`src/rtl/mp3dec_pcm_pkg.sv`:
```
// Shared constants for the Mp3Decode PCM-to-I2S output stage.
// Frame layout, LRCK polarity and the mute word live here.
package mp3dec_pcm_pkg;

  localparam int SAMPLE_W_DEF = 16;
  localparam int FRAME_BITS = 2 * SAMPLE_W_DEF;

  localparam logic LRCK_LEFT = 1'b0;
  localparam logic LRCK_RIGHT = ~LRCK_LEFT;

  localparam logic [FRAME_BITS-1:0] MUTE_WORD = '0;

endpackage

```
`src/rtl/mp3dec_pcm_i2s_tx_if.sv`:
```
// Write port between Mp3Decode and the PCM I2S transmitter.
// The decoder drives Winc/Wdata and honours Wfull back-pressure.
interface mp3dec_pcm_i2s_tx_if #(
  parameter int SAMPLE_W = 16
);

  logic                  Winc;
  logic [2*SAMPLE_W-1:0] Wdata;
  logic                  Wfull;

  modport master (
    output Winc,
    output Wdata,
    input  Wfull
  );

  modport slave (
    input  Winc,
    input  Wdata,
    output Wfull
  );

endinterface

```
`src/rtl/mp3dec_pcm_fifo.sv`:
```
// Show-ahead synchronous FIFO holding stereo PCM words.
// Flags decode from the registered count only.
module mp3dec_pcm_fifo #(
  parameter int DEPTH = 16,
  parameter int WIDTH = 32
) (
  input  logic                   clk,
  input  logic                   rst,
  input  logic                   push,
  input  logic                   pop,
  input  logic [WIDTH-1:0]       din,
  output logic [WIDTH-1:0]       dout,
  output logic [$clog2(DEPTH):0] count,
  output logic                   full,
  output logic                   empty
);

  localparam int AW = $clog2(DEPTH);

  logic [WIDTH-1:0] mem [DEPTH];
  logic [AW-1:0]    wr_ptr;
  logic [AW-1:0]    rd_ptr;
  logic             do_push;
  logic             do_pop;

  assign full    = (count == (AW+1)'(DEPTH));
  assign empty   = (count == '0);
  assign do_push = push & ~full;
  assign do_pop  = pop & ~empty;
  assign dout    = mem[rd_ptr];

  always_ff @(posedge clk) begin
    if (do_push) begin
      mem[wr_ptr] <= din;
    end
  end

  // Pointers wrap naturally since DEPTH is a power of two.
  always_ff @(posedge clk or posedge rst) begin
    if (rst) begin
      wr_ptr <= '0;
      rd_ptr <= '0;
      count  <= '0;
    end else begin
      if (do_push) begin
        wr_ptr <= wr_ptr + 1'b1;
      end
      if (do_pop) begin
        rd_ptr <= rd_ptr + 1'b1;
      end
      unique case ({do_push, do_pop})
        2'b10:   count <= count + 1'b1;
        2'b01:   count <= count - 1'b1;
        default: count <= count;
      endcase
    end
  end

endmodule

```
`src/rtl/mp3dec_pcm_i2s_tx.sv`:
```
// Buffers decoded stereo PCM and serialises it as I2S.
// BCLK is divided from Clk; all I2S outputs are registered.
module mp3dec_pcm_i2s_tx
  import mp3dec_pcm_pkg::*;
#(
  parameter int DEPTH    = 16,
  parameter int BCLK_DIV = 4,
  parameter int SAMPLE_W = SAMPLE_W_DEF
) (
  input  logic                   Clk,
  input  logic                   Rst,
  input  logic                   Enable,
  mp3dec_pcm_i2s_tx_if.slave     wr,
  output logic [$clog2(DEPTH):0] Level,
  output logic                   Underrun,
  output logic                   I2S_BCLK,
  output logic                   I2S_LRCK,
  output logic                   I2S_SDATA
);

  localparam int FW = 2 * SAMPLE_W;
  localparam int SB = $clog2(FW);
  localparam int DW = (BCLK_DIV > 1) ? $clog2(BCLK_DIV) : 1;

  logic [FW-1:0] head;
  logic          empty;
  logic          pop;

  logic [DW-1:0] div_cnt, div_d;
  logic [SB-1:0] slot_cnt, slot_d;
  logic [SB-1:0] slot_nx;
  logic [SB-1:0] bit_idx;
  logic [FW-1:0] frame, frame_d;
  logic          prev_lsb, prev_lsb_d;
  logic          bclk_d, lrck_d, sdata_d;
  logic          und_d;
  logic          tick, fall, load;

  mp3dec_pcm_fifo #(
    .DEPTH (DEPTH),
    .WIDTH (FW)
  ) u_fifo (
    .clk   (Clk),
    .rst   (Rst),
    .push  (wr.Winc),
    .pop   (pop),
    .din   (wr.Wdata),
    .dout  (head),
    .count (Level),
    .full  (wr.Wfull),
    .empty (empty)
  );

  assign tick = (div_cnt == DW'(BCLK_DIV - 1));
  assign fall = tick & I2S_BCLK;
  assign load = fall & (slot_cnt == '0);
  assign pop  = Enable & load & ~empty;

  assign slot_nx = (slot_cnt == SB'(FW - 1)) ?
                   '0 : slot_cnt + 1'b1;
  // Slot k carries frame bit FW-k; modulo arithmetic gives that index.
  assign bit_idx = SB'(FW) - slot_nx;

  always_comb begin
    div_d      = div_cnt;
    slot_d     = slot_cnt;
    frame_d    = frame;
    prev_lsb_d = prev_lsb;
    bclk_d     = I2S_BCLK;
    lrck_d     = I2S_LRCK;
    sdata_d    = I2S_SDATA;
    und_d      = Underrun;
    if (!Enable) begin
      div_d      = '0;
      slot_d     = '0;
      prev_lsb_d = 1'b0;
      bclk_d     = 1'b0;
      lrck_d     = 1'b0;
      sdata_d    = 1'b0;
      und_d      = 1'b0;
    end else begin
      div_d = tick ? '0 : div_cnt + 1'b1;
      if (tick) begin
        bclk_d = ~I2S_BCLK;
      end
      if (fall) begin
        slot_d = slot_nx;
        lrck_d = (slot_nx >= SB'(SAMPLE_W)) ?
                 LRCK_RIGHT : LRCK_LEFT;
        if (load) begin
          if (empty) begin
            frame_d = FW'(MUTE_WORD);
            sdata_d = 1'b0;
            und_d   = 1'b1;
          end else begin
            frame_d = head;
            sdata_d = head[FW-1];
          end
        end else if (slot_nx == '0) begin
          sdata_d = prev_lsb;
        end else begin
          sdata_d = frame[bit_idx];
        end
        // Keep the LSB for the one-bit-delayed slot 0 of the next frame.
        if (slot_nx == SB'(FW - 1)) begin
          prev_lsb_d = frame[0];
        end
      end
    end
  end

  always_ff @(posedge Clk or posedge Rst) begin
    if (Rst) begin
      div_cnt   <= '0;
      slot_cnt  <= '0;
      frame     <= '0;
      prev_lsb  <= 1'b0;
      I2S_BCLK  <= 1'b0;
      I2S_LRCK  <= 1'b0;
      I2S_SDATA <= 1'b0;
      Underrun  <= 1'b0;
    end else begin
      div_cnt   <= div_d;
      slot_cnt  <= slot_d;
      frame     <= frame_d;
      prev_lsb  <= prev_lsb_d;
      I2S_BCLK  <= bclk_d;
      I2S_LRCK  <= lrck_d;
      I2S_SDATA <= sdata_d;
      Underrun  <= und_d;
    end
  end

endmodule

```
`src/flat_wrapper.sv`:
```
// flat-port wrapper written by rule: the top's interface ports become plain ports
module mp3dec_pcm_i2s_tx_flat import mp3dec_pcm_pkg::*;
#(
  parameter int DEPTH    = 16,
  parameter int BCLK_DIV = 4,
  parameter int SAMPLE_W = SAMPLE_W_DEF
)
  (Clk, Rst, Enable, Level, Underrun, I2S_BCLK, I2S_LRCK, I2S_SDATA, wr_Winc, wr_Wdata, wr_Wfull);
  mp3dec_pcm_i2s_tx_if #(.SAMPLE_W(SAMPLE_W)) wr_i ();
  input  logic Clk;
  input  logic Rst;
  input  logic Enable;
  output logic [$clog2(DEPTH):0] Level;
  output logic Underrun;
  output logic I2S_BCLK;
  output logic I2S_LRCK;
  output logic I2S_SDATA;
  input wire logic [$bits(wr_i.Winc)-1:0] wr_Winc;
  input wire logic [$bits(wr_i.Wdata)-1:0] wr_Wdata;
  output wire logic [$bits(wr_i.Wfull)-1:0] wr_Wfull;
  assign wr_i.Winc = wr_Winc;
  assign wr_i.Wdata = wr_Wdata;
  assign wr_Wfull = wr_i.Wfull;
  mp3dec_pcm_i2s_tx #(.DEPTH(DEPTH), .BCLK_DIV(BCLK_DIV), .SAMPLE_W(SAMPLE_W)) u_core (.Clk(Clk), .Rst(Rst), .Enable(Enable), .wr(wr_i), .Level(Level), .Underrun(Underrun), .I2S_BCLK(I2S_BCLK), .I2S_LRCK(I2S_LRCK), .I2S_SDATA(I2S_SDATA));
endmodule
```
`config.mk`:
```
export PLATFORM = sky130hd
export DESIGN_NAME = mp3dec_pcm_i2s_tx_flat
export DESIGN_NICKNAME = d
export VERILOG_FILES = /design/src/rtl/mp3dec_pcm_pkg.sv /design/src/rtl/mp3dec_pcm_i2s_tx_if.sv /design/src/rtl/mp3dec_pcm_fifo.sv /design/src/rtl/mp3dec_pcm_i2s_tx.sv /design/src/flat_wrapper.sv
export SDC_FILE = /design/constraint.sdc
export NUM_CORES = 1
export LEC_CHECK = 0
export BUFFER_PORTS_ARGS = -buffer_cell sky130_fd_sc_hd__buf_2
export CORE_ASPECT_RATIO = 1.5
export CORE_UTILIZATION = 51
export DETAILED_ROUTE_END_ITERATION = 10
export PLACE_DENSITY = 0.69
export SYNTH_ARGS = -nofsm -noshare
export SYNTH_HDL_FRONTEND = slang
export SYNTH_SLANG_ARGS = --single-unit
```
`constraint.sdc`:
```
create_clock -name Clk -period 3.8 [get_ports Clk]
set_clock_uncertainty 0.15 [all_clocks]
set_input_delay 0.57 -clock Clk [delete_from_list [all_inputs] [get_ports Clk]]
set_output_delay 0.57 -clock Clk [all_outputs]
set_load 0.03 [all_outputs]
```
==> results_dict.tcl <==
set metrics [dict create \
    area.growth.synth_to_final_pct 12.7 \
    maxCapViolCount 0 \
    syn_avg_cell_area_um2 20.7 \
    coreArea_um2 43100 \
    powerDensity_nw_per_um2 581 \
    antenna_found_initial 5 \
    reg2reg_depth 13 \
    clk_pin_slew_ps 60 \
    nNetsFinal 1217 \
    whs_ps 17.2 \
    synth.yosys.seq_area_share_pct 75.0 \
    fmax_ghz 0.283 \
    dr.pass1.iters 5 \
    synth_top_family_by_area "multiplexers" \
    routed_wl_um 46800 \
    pwr-share-comb_pct 14.6 \
    syn_nets 1133 \
    drcViolationCount 0 \
    numCtsBuffers 50 \
    rsz0062_at_grt "no" \
    holdCritPathClass "in2async" \
    worstSetupStartpoint "u_core.slot_cnt[1]" \
    setup_viol 0 \
    routabilityCongestion 0.875 \
    critPathArrivalTime_ps 3840 \
    cts_buffer_depth 3 \
    p_int_mw 11.0 \
    htreeDepth 2 \
    required_ps 4110 \
    end_kind "flop" \
    seqPwrFrac_pct 52.7 \
    power.share.clock_pct 32.7 \
    placed_cell_area_um2 23700 \
    grt_use_total_pct 21.6 \
    drtIter0Drc 943 \
    crit_path_start_kind "flop" \
    initial_utilization_pct 52.0 \
    insertion_delay_ps 570 \
    via_count 10700 \
    synth_edf_count 512 \
    rr_endpoint "u_core.I2S_SDATA" \
    ir_drop_mv 0.295 \
    finalCritPeriodShare_pct 93.1 \
    ys.warnings.count 0 \
    post-cts-setup-buffer-count 0 \
    status "finished, final reports clean" \
    postCtsHoldBufs 0 \
    drive_above_1_share_pct 28.2 \
    ant_nets 0 \
    cts-root-buf "clkbuf_16" \
    synthAdderAreaFrac_pct 0.839 \
    grt-ovfl-total 0 \
    vias_per_cell 6.03 \
    tritoncts "built" \
    critPathMaxFanout 10 \
    wl_per_cell_um 26.3 \
    fin_crit_ps 3540 \
    synth-simple-area-share_pct 2.01 \
    io_pins 46 \
    port_buffers 45 \
    syn_inst 1082 \
    worst_slew_pin_slew_ps 959 \
    stdcell_area_um2 25200 \
    die_width_um 173 \
    worst-setup-path-type "reg2reg" \
    syn-cell-area_um2 22400 \
    cts_num_sinks 568 \
    setup_tns_ps 0 \
    slew_violations 0 \
    async_flop_share_pct 9.86 \
    fp-row-count 93 \
    dp_hpwl_um 26300 \
    synth_cell_type_count 56 \
    synth_mux_area_share_pct 16.0 \
    p_leak_nw 8.34 \
    worstReg2RegStart "u_core.slot_cnt[1]" \
    ctsResizeCount 0 \
    power.switching_mw 3.64 \
    grt_pass1_wl_um 70300 \
    synth_compound_gate_area_share_pct 3.96 \
    die-area_um2 44700 \
    grt_max_degree 72 \
    finalHoldViolations 0 \
    ys.flop_type "edfxtp_1" \
    rrSetupSlack_ps 260 \
    p_sw_share_pct 24.8 \
    die_h_um 259 \
    first_global_vias 11200 \
    ys_ff_latch 568 \
    slew-limit-headroom_pct 35.9 \
    synthXorXnorAreaFrac_pct 0.744 \
]
[sequential cells by signal (all words and copies together) (netlist names)]
| signal | cells |
|---|---|
| u_core.u_fifo.mem | 512 |
| u_core.frame | 32 |
| u_core.slot_cnt | 5 |
| u_core.u_fifo.count | 5 |
| u_core.u_fifo.rd_ptr | 4 |
| u_core.u_fifo.wr_ptr | 4 |
| u_core.div_cnt | 2 |
| u_core.I2S_BCLK | 1 |
| u_core.I2S_SDATA | 1 |
| u_core.Underrun | 1 |
| u_core.prev_lsb | 1 |
[layer usage]
layer	GRT usage (%)	wire length (um)	vias up
met2	37.7	24400	328
met4	6.93	1200	8
met5	0	45	-
met1	28.1	18800	5683
li1	-	-	4635
met3	3.15	2380	75
[cell type report]
| cell class | instances | area [um^2] |
|---|---|---|
| sequential | 568 | 16800 |
| clock buffer | 64 | 1340 |
| timing repair buffer | 91 | 708 |
| fill | 3155 | 17800 |
| multi-input combinational | 440 | 5400 |
| antenna | 1 | 2.50 |
| tap | 570 | 713 |
| clock inverter | 29 | 215 |
| inverter | 15 | 56.3 |
[power groups by stage]
stage	combinational [mW]	sequential [mW]	clock (mW)
2_1_floorplan	1.39	7.80	0
3_3_place_gp	2.15	7.83	0
3_5_place_dp	2.17	7.86	0
4_1_cts	2.18	7.74	4.87
5_1_grt	2.29	7.79	5.09
6_report	2.14	7.73	4.80
[worst max-delay path by stage]
stage | end | slack, ps | cells after the start
floorplan | u_core.u_fifo.count[4] | 260 | 18
global placement | u_core.I2S_SDATA | 380 | 12
detailed placement | u_core.I2S_SDATA | 320 | 13
CTS | u_core.I2S_SDATA | 300 | 13
global route | u_core.u_fifo.count[4] | 10 | 16
finish | u_core.I2S_SDATA | 260 | 13
[layout by cell type, fill, tap and decap left out, types with 13 or more instances in the layout]
master,count
o21ai_0,24
buf_4,35
clkinv_1,13
nor2_1,19
nor2_4,13
edfxtp_1,512
a21oi_1,29
mux2i_1,35
buf_2,45
a22o_1,23
clkbuf_16,50
dfrtp_1,52
mux4_2,137
ha_1,15
nand2_1,29
[cells in the mapped netlist (3+ instances only)]
library cell	count	area share (%)
ha_1	15	0.84
and2_1	4	0.11
nand2b_1	4	0.11
a22oi_1	9	0.30
mux2_2	12	0.60
dfrtp_1	56	6.3
mux4_2	137	14
xor2_1	8	0.31
a211oi_1	5	0.17
mux2i_1	35	1.6
nor3_1	6	0.13
a221oi_1	8	0.31
a21o_1	9	0.30
buf_2	20	0.45
nand3_1	6	0.13
xnor2_1	11	0.43
a21oi_1	29	0.65
nor2b_1	3	0.084
a22o_1	23	0.90
inv_1	13	0.22
edfxtp_1	512	69
buf_4	7	0.23
nand2_1	29	0.49
clkbuf_1	25	0.42
nor2_1	31	0.52
o21ai_0	24	0.54
buf_1	6	0.10
[critical path, cell delays in order, from the launching register on]
cell and delay, ps:
dfrtp_1 410, ha_1 290, and3_2 200, ha_1 300, nor2_4 50, inv_1 140
ha_1 390, inv_1 180, or4_1 550, o311a_1 130, o211a_1 120, o211ai_2 150
a21oi_1 80, a211o_1 280
[stage by stage]
stage	worst slack, ps	std cells	utilization (%)	total power [mW]
detailed placement	316	1684	55.0	10.0
CTS	303	1777	58.6	14.8
global route	12.0	1778	58.6	15.2
floorplan	256	1082	-	9.18
global placement	383	1684	55.0	9.98
finish	261	1778	58.6	14.7
[kinds of logic after synthesis]
| kind of cell | Yosys count |
|---|---|
| AOI/OAI and AO/OA | 128 |
| xor gates and xnor gates | 19 |
| adders and majority gates | 15 |
| buffers and inverters | 74 |
| DFF | 568 |
| muxes | 184 |
| and+or+nand+nor | 94 |
(Power assumes the default switching activity.)
